==> config.mk <==
export PLATFORM = sky130hd
export DESIGN_NAME = pipe_hazard_ctrl
export DESIGN_NICKNAME = d
export VERILOG_FILES = /design/src/rtl/pipe_hazard_ctrl.sv
export SDC_FILE = /design/constraint.sdc
export NUM_CORES = 1
export LEC_CHECK = 0
export ABC_AREA = 1
export ABC_CLOCK_PERIOD_IN_PS = 1500
export CAP_MARGIN = 20
export CORE_MARGIN = 1
export CORE_UTILIZATION = 39
export CTS_CLUSTER_DIAMETER = 200
export DETAILED_ROUTE_END_ITERATION = 16
export PLACE_DENSITY = 0.87
export SLEW_MARGIN = 20
export SYNTH_ARGS = -nofsm -noshare
export SYNTH_HDL_FRONTEND = slang
export SYNTH_SLANG_ARGS = --single-unit
==> constraint.sdc <==
create_clock -name clk -period 1.5 [get_ports clk]
set_input_delay 0.3 -clock clk [delete_from_list [all_inputs] [get_ports clk]]
set_output_delay 0.3 -clock clk [all_outputs]
set_load 0.01 [all_outputs]
==> src/rtl/pipe_hazard_ctrl.sv <==
// Hazard/sequencing controller: forwarding, load-use stall, mul/div occupancy FSM.
// Optional macro STALL_CNT_EN adds a 32-bit stall cycle counter output.
module pipe_hazard_ctrl #(
   parameter int MD_LAT = 4,
   parameter int CW     = 4
) (
   input  logic       clk,
   input  logic       clrn,
   input  logic [4:0] id_rs,
   input  logic [4:0] id_rt,
   input  logic       id_use_rs,
   input  logic       id_use_rt,
   input  logic       id_md,
   input  logic       id_taken,
   input  logic       ewreg,
   input  logic       em2reg,
   input  logic [4:0] ern,
   input  logic       mwreg,
   input  logic       mm2reg,
   input  logic [4:0] mrn,
   input  logic       mem_busy,
   output logic       wpcir,
   output logic       bubble,
   output logic       flush_ifid,
   output logic       pipe_en,
   output logic [1:0] fwda,
   output logic [1:0] fwdb,
   output logic       md_busy
`ifdef STALL_CNT_EN
   ,
   output logic [31:0] stall_cnt
`endif
);

   typedef enum logic {RUN, MD_BUSY} state_t;

   state_t        state_q, state_d;
   logic [CW-1:0] cnt_q, cnt_d;
   logic          lu;

   function automatic logic [1:0] fwd_sel(
      input logic [4:0] r,
      input logic       ew,
      input logic       el,
      input logic [4:0] en,
      input logic       mw,
      input logic       ml,
      input logic [4:0] mn
   );
      logic [1:0] s;
      s = 2'b00;
      if (ew && !el && en != 5'd0 && en == r)
         s = 2'b01;
      else if (mw && !ml && mn != 5'd0 && mn == r)
         s = 2'b10;
      else if (mw && ml && mn != 5'd0 && mn == r)
         s = 2'b11;
      return s;
   endfunction

   assign lu = ewreg && em2reg && ern != 5'd0 &&
               ((id_use_rs && ern == id_rs) ||
                (id_use_rt && ern == id_rt));

   always_comb begin
      state_d = state_q;
      cnt_d   = cnt_q;
      wpcir   = 1'b1;
      bubble  = 1'b0;
      pipe_en = 1'b1;
      md_busy = (state_q == MD_BUSY);
      fwda    = fwd_sel(id_rs, ewreg, em2reg, ern, mwreg, mm2reg, mrn);
      fwdb    = fwd_sel(id_rt, ewreg, em2reg, ern, mwreg, mm2reg, mrn);
      unique case (state_q)
         RUN: begin
            if (lu) begin
               wpcir  = 1'b0;
               bubble = 1'b1;
            end else if (id_md) begin
               state_d = MD_BUSY;
               cnt_d   = CW'(MD_LAT - 1);
            end
         end
         MD_BUSY: begin
            wpcir  = 1'b0;
            bubble = 1'b1;
            cnt_d  = cnt_q - CW'(1);
            if (cnt_q == CW'(1))
               state_d = RUN;
         end
         default: state_d = RUN;
      endcase
      // memory wait holds every stage in place, including the FSM
      if (mem_busy) begin
         pipe_en = 1'b0;
         wpcir   = 1'b0;
         bubble  = 1'b0;
         state_d = state_q;
         cnt_d   = cnt_q;
      end
      if (clrn) begin
         wpcir   = 1'b0;
         bubble  = 1'b1;
         pipe_en = 1'b0;
         md_busy = 1'b0;
         fwda    = 2'b00;
         fwdb    = 2'b00;
         state_d = RUN;
         cnt_d   = '0;
      end
      flush_ifid = id_taken && wpcir;
   end

   always_ff @(posedge clk or posedge clrn) begin
      if (clrn) begin
         state_q <= RUN;
         cnt_q   <= '0;
      end else begin
         state_q <= state_d;
         cnt_q   <= cnt_d;
      end
   end

`ifdef STALL_CNT_EN
   logic [31:0] stall_q;

   always_ff @(posedge clk or posedge clrn) begin
      if (clrn)
         stall_q <= '0;
      else if (!wpcir)
         stall_q <= stall_q + 32'd1;
   end

   assign stall_cnt = stall_q;
`endif

endmodule

==> reports/metrics.csv, run 1 <==
stage;metric;value;unit
drt;Post-DRT Antenna Nets;0;
drt;Iter 0 DRT Violations;70;
floorplan;Horiz. Die Dim;46.7;um
run;# Max-Cap Violations;0;
logic_synthesis;ranking of synthesized cells by area;nand2_1, dfrtp_1, inv_1;
final_layout;commonest cells after routing, fill and taps aside;nand2_1, buf_4, nand2_2;
logic_synthesis;post-synth cell types;22;
timing;minimum clock period;1750;ps
clocking;H-tree levels;1;
logic_synthesis;syn nets;172;
run_status;status;finished with violations;
clocking;Clk pin slew, worst setup/hold paths;50;ps
worst_setup_path;R2R depth;8;
floorplan;Initial Util;0.433;
power_and_ir_drop;Leak;0.000795;uW
drt;Routed WL;3920;um
worst_setup_path;crit-path cells;buf_8 -> inv_6 -> buf_6 -> o21ai_4 -> nor2_2 -> nand4_1 -> nand2_2 -> nand2_2 -> nand2_2 -> nand2_1 -> nand2_1 -> buf_2;
drt;wire per inst;17.3;um
power_and_ir_drop;Peak VDD IR;0.000581;V
logic_synthesis;area leader, netlist;nand2_1;
final_layout;Final Util;0.856;
grt;first-pass GRT wire length;4550;um
placement;input/output buffers;39;
final_layout;Final nets;236;
final_layout;share of layout cells above drive strength 1;0.554;
floorplan;die area;2180;um2
placement;DP HPWL;2190;um
power_and_ir_drop;Power Density;469;nW/um2
clocking;CTS sink cnt;5;
clocking;CTS buffer count;3;
logic_synthesis;Syn Area/Cell;5.62;um2
timing;final hold slack;408;ps
worst_setup_path;Crit. End Element;output port;
logic_synthesis;post-synthesis cell count;139;
final_layout;synthesis-to-layout area growth;97.4;%
worst_setup_path;Data arrival, critical path;1450;ps
timing;setup ws final;-254;ps
grt;GRT overflow;0;
logic_synthesis;post-synthesis sequential area ratio;0.160;
logic_synthesis;synth warn;0;
min_path;Hold Crit Class;primary input to async pin;
timing;crit share post-route;1.17;
grt;pin count of the biggest net entering global routing;8;
final_layout;Inserted Diodes;0;
final_layout;commonest non-fill, non-tap cell in the layout;nand2_1;
timing;Final Hold Viols;0;
worst_setup_path;RR Startpoint;state_q;
timing;RSZ-0062 raised after global routing;true;
floorplan;Die Span Y;46.7;um
clocking;Clock Latency Late Sink;240;ps
logic_synthesis;post-synth top area share;0.231;
timing;Final Max Tran Viols;0;
placement;DP Worst Slack;-1030;ps
grt;initial antenna violation count;0;
timing;Slew HR;0.809;
placement;Final Wtd Congestion;1.01;
worst_setup_path;CP required;1200;ps
floorplan;Cell Rows;15;
logic_synthesis;Yosys reg bits;5;
floorplan;core area;1800;um2
worst_setup_path;WS Path Type;primary input to output port;
run_status;failing checks;negative setup slack;
worst_setup_path;crit path max-delay cell type;nand4_1;
worst_setup_path;reg-to-reg slack, setup;200;ps
drt;TritonRoute pass-1 iters;5;
drt;vias per cell;5.67;
final_layout;fin cells;227;
clocking;deepest clock path buffer count;2;
timing;Setup Viol. Count Final;11;
clocking;CTS tree;yes;
grt;vias in the first global route;1057;
worst_setup_path;CP Max Fanout;3;
worst_setup_path;highest cell delay on the worst timing path;160;ps
power_and_ir_drop;total power;723;uW
placement;DP Cell Count;218;
worst_setup_path;cell mode on critical path;nand2_2;
timing;Slew @ Worst Pin;285;ps
worst_setup_path;R2R Path End;cnt_q[2];
logic_synthesis;Mapped Area;781;um2
worst_setup_path;CP Launch Type;primary input;
clocking;CTS root buf;clkbuf_4;
drt;# DRC;0;
timing;clk_skew;1.83;ps
floorplan;Ports;40;
grt;GRT Util Overall;0.298;
drt;DR vias;1287;
timing;Max Clock Freq;570;MHz
==> logic make-up (layout without fill, tap and decap cells) <==
group | Yosys count | count (layout) | share of synthesized area
buffers and inverters | 22 | 85 | 0.106
and+or+nand+nor | 96 | 96 | 0.564
DFF | 5 | 5 | 0.160
xor gates and xnor gates | 9 | 9 | 0.101
AOI/OAI and AO/OA | 5 | 5 | 0.0369
adders and majority gates | 2 | 2 | 0.0320
==> Yosys cell counts, drive strengths merged <==
cell type,number
nand2,52
inv,22
nor2,18
nand3,12
nand4,6
dfrtp,5
xor2,5
xnor2,4
nor3,3
o21ai,3
a21oi,2
ha,2
nor4,2
nand3b,1
nor3b,1
or2,1
==> where the power goes <==
part	leakage [uW]	internal (uW)	switching (uW)
logic	0.000711	194	217
registers	0.0000669	145	11.8
clock network	0.0000177	96.6	58.6
total	0.000795	436	288
==> critical path, delay by kind of cell <==
kind,cells,cell delay [ps]
AOI/OAI and AO/OA,1,50
and+or+nand+nor,7,740
buffers and inverters,4,370
==> metal layers <==
metal  vias to the layer above  track usage  share of wire
met5                         -            0              0
met4                         0       0.0971          0.056
met3                        26       0.0538          0.077
met2                       100        0.542           0.51
met1                       595        0.351           0.35
li1                        566            -              -
==> area by class of cell <==
class | instances | area [um2]
Multi-Input combinational cell | 112 | 753
Timing Repair Buffer | 59 | 512
Fill cell | 103 | 260
Sequential cell | 5 | 125
Inverter | 22 | 92.6
Tap cell | 25 | 31.3
Clock buffer | 3 | 22.5
Clock inverter | 1 | 5.00
==> state kept, by name, summed over array words and instances (netlist names) <==
| register | count |
|---|---|
| state_q | 1 |
| cnt_q | 4 |
==> through the flow <==
stage	setup TNS (ps)	cell area, um2
finish	-1350	1540
global route	-2110	1540
CTS	-714	1360
detailed placement	-9870	1320
global placement	-9150	1320
floorplan	0	781
==> how the worst max path moves through the flow <==
stage                        start  slack, ps      end
final                     id_rt[1]       -250   bubble
after global routing        mrn[2]       -310  fwda[0]
after floorplan             mrn[1]        120  fwda[0]
after global placement    id_rt[0]       -980  fwdb[1]
after CTS                   mrn[0]       -150  fwdb[1]
after detailed placement    ern[3]      -1030   bubble
==> repair_timing <==
action,in CTS,in global routing
resized for setup,151,63
buffers inserted,4,1
hold buffers,0,0
endpoints found under the setup margin,14,10
pin swaps,27,31
No activity file was read; power rests on OpenSTA's default activity.
==> run 2, diff against run 1 <==
--- a/config.mk
+++ b/config.mk
@@ -5,14 +5,14 @@
 export SDC_FILE = /design/constraint.sdc
 export NUM_CORES = 1
 export LEC_CHECK = 0
-export ABC_AREA = 1
 export ABC_CLOCK_PERIOD_IN_PS = 1500
 export CAP_MARGIN = 20
 export CORE_MARGIN = 1
-export CORE_UTILIZATION = 39
+export CORE_UTILIZATION = 35
 export CTS_CLUSTER_DIAMETER = 200
 export DETAILED_ROUTE_END_ITERATION = 16
-export PLACE_DENSITY = 0.87
+export PLACE_DENSITY = 0.82
+export SKIP_LAST_GASP = 1
 export SLEW_MARGIN = 20
 export SYNTH_ARGS = -nofsm -noshare
 export SYNTH_HDL_FRONTEND = slang
==> run 2 against run 1 <==
The flow still finishes with violations (negative setup slack); worst hold slack improved by 5.7 ps; wire length increased by 4.8%; combinational power is 13% higher; die area up 4.1%; sequential share of layout area is 0.62 points lower; critical path type unchanged; largest cell class unchanged.
==> reports/metrics.csv, run 2 <==
stage;metric;value;unit;change
run_status;status;finished with violations;;unchanged
run_status;failing checks;negative setup slack;;unchanged
timing;clk_skew;4.20;ps;was 1.83 ps
logic_synthesis;post-synth cell types;34;;was 22
grt;GRT Util Overall;0.338;;was 0.298
logic_synthesis;area leader, netlist;xnor2_1;;was nand2_1
clocking;Clock Latency Late Sink;250;ps;was 240 ps
worst_setup_path;WS Path Type;primary input to output port;;unchanged
logic_synthesis;ys flop type;dfrtp_1;;unchanged
clocking;deepest clock path buffer count;2;;unchanged
final_layout;commonest non-fill, non-tap cell in the layout;buf_4;;was nand2_1
placement;Final Wtd Congestion;0.884;;was 1.01
floorplan;Cell Rows;16;;was 15
drt;# DRC;0;;unchanged
timing;crit share post-route;1.32;;was 1.17
final_layout;synthesis-to-layout area growth;128;%;was 97.4%
floorplan;die area;2270;um2;was 2180 um2
worst_setup_path;R2R depth;4;;was 8
final_layout;Final nets;203;;was 236
timing;Slew @ Worst Pin;335;ps;was 285 ps
power_and_ir_drop;Power Density;471;nW/um2;was 469 nW/um2
timing;Final Max Tran Viols;0;;unchanged
final_layout;Largest register FFs;4;;unchanged
worst_setup_path;RR Startpoint;cnt_q[1];;was state_q
logic_synthesis;top cells by count, synth;xnor2_1, nor2_1, nand2_1;;was nand2_1, inv_1, nor2_1
logic_synthesis;ranking of synthesized cells by area;xnor2_1, dfrtp_1, nor2_1;;was nand2_1, dfrtp_1, inv_1
logic_synthesis;Synth async-reset ratio;1.00;;unchanged
grt;first-pass GRT wire length;5130;um;was 4550 um
logic_synthesis;post-synth top area share;0.192;;was 0.231
timing;Slew HR;0.776;;was 0.809
logic_synthesis;post-synthesis cell count;94;;was 139
logic_synthesis;Mapped Area;731;um2;was 781 um2
drt;wire per inst;21.0;um;was 17.3 um
clocking;H-tree levels;1;;unchanged
placement;DP Area;1380;um2;was 1320 um2
logic_synthesis;most common cell in the netlist;xnor2_1;;was nand2_1
clocking;CTS root buf;clkbuf_4;;unchanged
worst_setup_path;CP required;1200;ps;about the same
timing;setup ws final;-487;ps;was -254 ps
drt;Iter 0 DRT Violations;35;;was 70
floorplan;Die Span Y;47.7;um;was 46.7 um
worst_setup_path;CP Max Fanout;2;;was 3
placement;input/output buffers;39;;unchanged
grt;GRT overflow;0;;unchanged
logic_synthesis;Yosys reg bits;5;;unchanged
worst_setup_path;CP Launch Type;primary input;;unchanged
logic_synthesis;Syn Area/Cell;7.77;um2;was 5.62 um2
worst_setup_path;reg-to-reg slack, setup;90;ps;was 200 ps
final_layout;share of layout cells above drive strength 1;0.598;;was 0.554
drt;Routed WL;4110;um;was 3920 um
logic_synthesis;EDFF count, synth;0;;unchanged
grt;initial antenna violation count;0;;unchanged
timing;RSZ-0062 raised after global routing;true;;unchanged
final_layout;Final Util;0.850;;was 0.856
drt;TritonRoute pass-1 iters;4;;was 5
logic_synthesis;post-synthesis sequential area ratio;0.171;;was 0.160
grt;pin count of the biggest net entering global routing;10;;was 8
clocking;CTS tree;yes;;unchanged
clocking;Clk pin slew, worst setup/hold paths;50;ps;about the same
final_layout;Inserted Diodes;0;;unchanged
final_layout;top flop regs;cnt_q (4), state_q (1);;unchanged
floorplan;core area;1960;um2;was 1800 um2
final_layout;commonest cells after routing, fill and taps aside;buf_4, buf_6, buf_2;;was nand2_1, buf_4, nand2_2
power_and_ir_drop;Peak VDD IR;0.000484;V;was 0.000581 V
timing;minimum clock period;1990;ps;was 1750 ps
floorplan;Ports;40;;unchanged
drt;vias per cell;5.77;;was 5.67
floorplan;Initial Util;0.372;;was 0.433
worst_setup_path;Crit. End Element;output port;;unchanged
clocking;CTS sink cnt;5;;unchanged
floorplan;Horiz. Die Dim;47.7;um;was 46.7 um
worst_setup_path;R2R Path End;state_q;;was cnt_q[2]
clocking;CTS buffer count;3;;unchanged
placement;DP HPWL;2330;um;was 2190 um
timing;Final Hold Viols;0;;unchanged
logic_synthesis;synth warn;0;;unchanged
final_layout;largest register by flop count;cnt_q;;unchanged
drt;DR vias;1131;;was 1287
worst_setup_path;Data arrival, critical path;1690;ps;was 1450 ps
timing;Setup Viol. Count Final;7;;was 11
run;# Max-Cap Violations;0;;unchanged
min_path;Hold Crit Class;primary input to async pin;;unchanged
timing;Max Clock Freq;503;MHz;was 570 MHz
logic_synthesis;syn nets;127;;was 172
final_layout;post-route cell area;1670;um2;was 1540 um2
power_and_ir_drop;Leak;0.000752;uW;was 0.000795 uW
grt;vias in the first global route;1135;;was 1057
drt;Post-DRT Antenna Nets;0;;unchanged
==> run 2: cell types whose count changed in the layout (fill, tap and decap cells not counted), sizes merged, moves of 2 or more <==
cell,change
nand2,-45
nand4b,+2
inv,-19
nor2b,+3
nor2,-8
dlygate4sd2,+2
o21ai,+2
o21a,+2
nand4,-6
buf,+14
nand3,-6
xnor2,+12
nor3,+3
==> run 2: layout make-up <==
cell class                      instances  area, um2
Sequential cell                         5        125
Clock buffer                            4       26.3
Inverter                                3       11.3
Tap cell                               27       33.8
Multi-Input combinational cell         83        816
Fill cell                             105        294
Timing Repair Buffer                   74        656
==> run 2: critical path: stages <==
cell      delay [ps]
buf_6            100
or4_4            540
o211ai_1         250
buf_4            160
nor4_2            40
o21a_1           170
buf_2            130
==> run 2: repair_timing <==
action | CTS | global route
gates resized for setup | 168 | 28
pin swaps | 27 | 21
setup endpoints to repair | 14 | 9
buffers inserted | 10 | 3
hold buffers | 0 | 0
==> run 2: report_power, final <==
group / total, uW / switching [uW] / internal, uW
Sequential: 156 / 11.2 / 144
Combinational: 464 / 214 / 250
Clock: 166 / 64.5 / 101
==> run 2: how the worst max path moves through the flow <==
stage	start	endpoint	slack, ps	depth (start not counted)
2_1_floorplan	ern[1]	flush_ifid	-110	5
3_3_place_gp	ern[1]	flush_ifid	-1180	7
3_5_place_dp	ern[1]	flush_ifid	-1220	7
4_1_cts	mrn[3]	fwda[0]	-500	7
5_1_grt	mrn[3]	fwda[0]	-540	7
6_report	mrn[3]	fwdb[0]	-490	7
==> run 2: logic make-up after synthesis <==
family,synth area share
AOI/OAI and AO/OA,0.211
xor gates and xnor gates,0.240
adders and majority gates,0.0342
buffers and inverters,0.0325
DFF,0.171
and+or+nand+nor,0.312
==> run 2: routing by layer <==
layer  wire [um]  vias up  global-route usage
met4         191        0               0.250
met3         431       19               0.109
li1            -      487                   -
met5           0        -                   0
met2        1920       80               0.600
met1        1570      545               0.321
==> run 2: through the flow <==
step / std cells / setup TNS (ps) / hold slack [ps] / setup WS, ps / total power (uW)
after global routing: 196 / -2790 / 430 / -541 / 817
final: 196 / -2490 / 414 / -487 / 785
after floorplan: 94 / -273 / 295 / -107 / 301
after global placement: 185 / -10760 / 552 / -1180 / 489
after detailed placement: 185 / -11470 / 566 / -1220 / 504
after CTS: 198 / -2210 / 380 / -501 / 739
==> run 3, diff against run 2 <==
--- a/config.mk
+++ b/config.mk
@@ -11,7 +11,8 @@
 export CORE_UTILIZATION = 35
 export CTS_CLUSTER_DIAMETER = 200
 export DETAILED_ROUTE_END_ITERATION = 16
-export PLACE_DENSITY = 0.82
+export DONT_BUFFER_PORTS = 1
+export PLACE_DENSITY = 0.57
 export SKIP_LAST_GASP = 1
 export SLEW_MARGIN = 20
 export SYNTH_ARGS = -nofsm -noshare
==> run 3 against run 2 <==
Worst setup slack gained 360 ps; critical path depth shrank 3; the flow still finishes with violations (negative setup slack); clock-buffer cell count is the same; sequential cell count is the same; critical path type unchanged; clock power shrank 5%.
==> reports/metrics.csv, run 3 (same netlist as run 2, synthesis figures left out) <==
stage;metric;value;unit;change
grt;GRT overflow;0;;unchanged
grt;initial antenna violation count;0;;unchanged
floorplan;Initial Util;0.372;;unchanged
drt;DR vias;730;;was 1131
worst_setup_path;CP required;1200;ps;about the same
worst_setup_path;WS Path Type;primary input to output port;;unchanged
worst_setup_path;CP Max Fanout;3;;was 2
worst_setup_path;Crit. End Element;output port;;unchanged
drt;wire per inst;15.1;um;was 21.0 um
timing;clk_skew;3.51;ps;was 4.20 ps
timing;sum of negative setup slack;-336;ps;was -2490 ps
timing;final hold slack;129;ps;was 414 ps
final_layout;Final Util;0.515;;was 0.850
worst_setup_path;Data arrival, critical path;1330;ps;was 1690 ps
drt;vias per cell;5.45;;was 5.77
timing;Final Hold Viols;0;;unchanged
placement;DP HPWL;1550;um;was 2330 um
grt;GRT Util Overall;0.194;;was 0.338
final_layout;share of layout cells above drive strength 1;0.355;;was 0.598
power_and_ir_drop;Peak VDD IR;0.000221;V;was 0.000484 V
timing;minimum clock period;1630;ps;was 1990 ps
worst_setup_path;CP Launch Type;primary input;;unchanged
timing;crit share post-route;1.09;;was 1.32
final_layout;commonest cells after routing, fill and taps aside;buf_4, nor2_1, xnor2_1;;was buf_4, buf_6, buf_2
final_layout;top flop regs;cnt_q (4), state_q (1);;unchanged
clocking;H-tree levels;1;;unchanged
power_and_ir_drop;Power Density;527;nW/um2;was 471 nW/um2
placement;Final Wtd Congestion;0.781;;was 0.884
floorplan;core area;1960;um2;unchanged
worst_setup_path;crit path max-delay cell type;or4_4;;unchanged
clocking;Clk pin slew, worst setup/hold paths;40;ps;was 50 ps
power_and_ir_drop;total power;532;uW;was 785 uW
placement;input/output buffers;0;;was 39
final_layout;Final nets;141;;was 203
grt;pin count of the biggest net entering global routing;11;;was 10
timing;RSZ-0062 raised after global routing;true;;unchanged
clocking;CTS buffer count;3;;unchanged
clocking;CTS root buf;clkbuf_4;;unchanged
timing;Final Max Tran Viols;0;;unchanged
timing;Slew HR;0.797;;was 0.776
floorplan;Ports;40;;unchanged
final_layout;commonest non-fill, non-tap cell in the layout;buf_4;;unchanged
floorplan;Cell Rows;16;;unchanged
timing;Max Clock Freq;614;MHz;was 503 MHz
grt;first-pass GRT wire length;3120;um;was 5130 um
final_layout;largest register by flop count;cnt_q;;unchanged
clocking;deepest clock path buffer count;2;;unchanged
final_layout;Largest register FFs;4;;unchanged
floorplan;die area;2270;um2;unchanged
drt;TritonRoute pass-1 iters;4;;unchanged
clocking;CTS sink cnt;5;;unchanged
run;# Max-Cap Violations;0;;unchanged
run_status;failing checks;negative setup slack;;unchanged
drt;# DRC;0;;unchanged
worst_setup_path;Top delay family on crit path;simple AND/OR/NAND/NOR gates;;unchanged
worst_setup_path;worst path buffer plus inverter count;0;;was 3
final_layout;synthesis-to-layout area growth;38.2;%;was 128%
power_and_ir_drop;Leak;0.000374;uW;was 0.000752 uW
run_status;status;finished with violations;;unchanged
drt;Post-DRT Antenna Nets;0;;unchanged
floorplan;Die Span Y;47.7;um;unchanged
drt;Iter 0 DRT Violations;16;;was 35
worst_setup_path;highest cell delay on the worst timing path;520;ps;was 540 ps
grt;vias in the first global route;715;;was 1135
timing;Slew @ Worst Pin;304;ps;was 335 ps
clocking;Clock Latency Late Sink;240;ps;was 250 ps
final_layout;Inserted Diodes;0;;unchanged
floorplan;Horiz. Die Dim;47.7;um;unchanged
worst_setup_path;crit-path cells;or4_4 -> o211ai_1 -> nor4_1 -> o21a_1;;was buf_6 -> or4_4 -> o211ai_1 -> buf_4 -> nor4_2 -> o21a_1 -> buf_2
timing;Setup Viol. Count Final;6;;was 7
final_layout;Filler cells;213;;was 105
timing;setup ws final;-130;ps;was -487 ps
min_path;Hold Crit Class;primary input to register;;was primary input to async pin
clocking;CTS tree;yes;;unchanged
drt;Routed WL;2030;um;was 4110 um
==> run 3: cell count changes in the layout (fill, tap and decap cells not counted), moves of 4 or more <==
cell and delta:
buf_4 -18, buf_6 -16, buf_2 -11, dlygate4sd2_1 -7, clkdlybuf4s50_1 -4, xnor2_1 +4
==> run 3: layout make-up <==
cell class                      count  area (um2)  share of cell area
Timing Repair Buffer               12        92.6              0.0917
Inverter                            3        11.3              0.0112
Multi-Input combinational cell     83         719               0.713
Tap cell                           27        33.8              0.0335
Sequential cell                     5         126               0.125
Clock buffer                        4        26.3              0.0260
==> run 3: worst reg2reg max path, delay by kind of cell, from the launching register on <==
kind / cells / cell delay, ps
buffers and inverters: 1 / 100
flip-flops: 1 / 390
AO/OA/AOI/OAI: 1 / 220
adder cells (fa/ha/maj): 1 / 150
AND/OR/NAND/NOR: 1 / 430
==> run 3: per-layer routing <==
| layer | track usage | up-vias | wire (um) | part of all wire |
|---|---|---|---|---|
| li1 | - | 363 | - | - |
| met1 | 0.256 | 341 | 886 | 0.44 |
| met2 | 0.314 | 26 | 1040 | 0.51 |
| met3 | 0.0415 | 0 | 106 | 0.052 |
| met4 | 0.0667 | 0 | 0 | 0 |
| met5 | 0 | - | 0 | 0 |
==> run 3: path summary, 6_finish.rpt <==
check,cells past startpoint,start,endpoint,slack (ps)
worst max-delay path,4,mrn[0],fwda[0],-130
worst min-delay path,1,clrn,cnt_q[2],130
worst max register to register,4,cnt_q[1],state_q,90
worst min register to register,1,cnt_q[1],cnt_q[1],570
max in group asynchronous,2,clrn,state_q,830
min in group asynchronous,2,clrn,cnt_q[1],460
==> run 3: timing repair <==
action	CTS	global route
endpoints found under the hold margin	5	0
endpoints found under the setup margin	6	7
resized for setup	12	8
setup buffers	4	0
hold buffers	1	0
pin swaps	6	3
==> run 3: where the power goes <==
part / internal, uW / total, uW / switching, uW / leakage [uW]
clock: 101 / 157 / 56.1 / 0.0000150
sequential: 145 / 158 / 13.0 / 0.0000655
combinational: 125 / 218 / 92.5 / 0.000293
==> run 3: per-stage QoR <==
| step | setup slack [ps] | instance area, um2 | instances |
|---|---|---|---|
| finish | -130 | 1010 | 134 |
| global route | -153 | 1010 | 134 |
| CTS | -119 | 961 | 134 |
| detailed placement | -135 | 830 | 125 |
| global placement | -106 | 830 | 125 |
| floorplan | -107 | 756 | 94 |
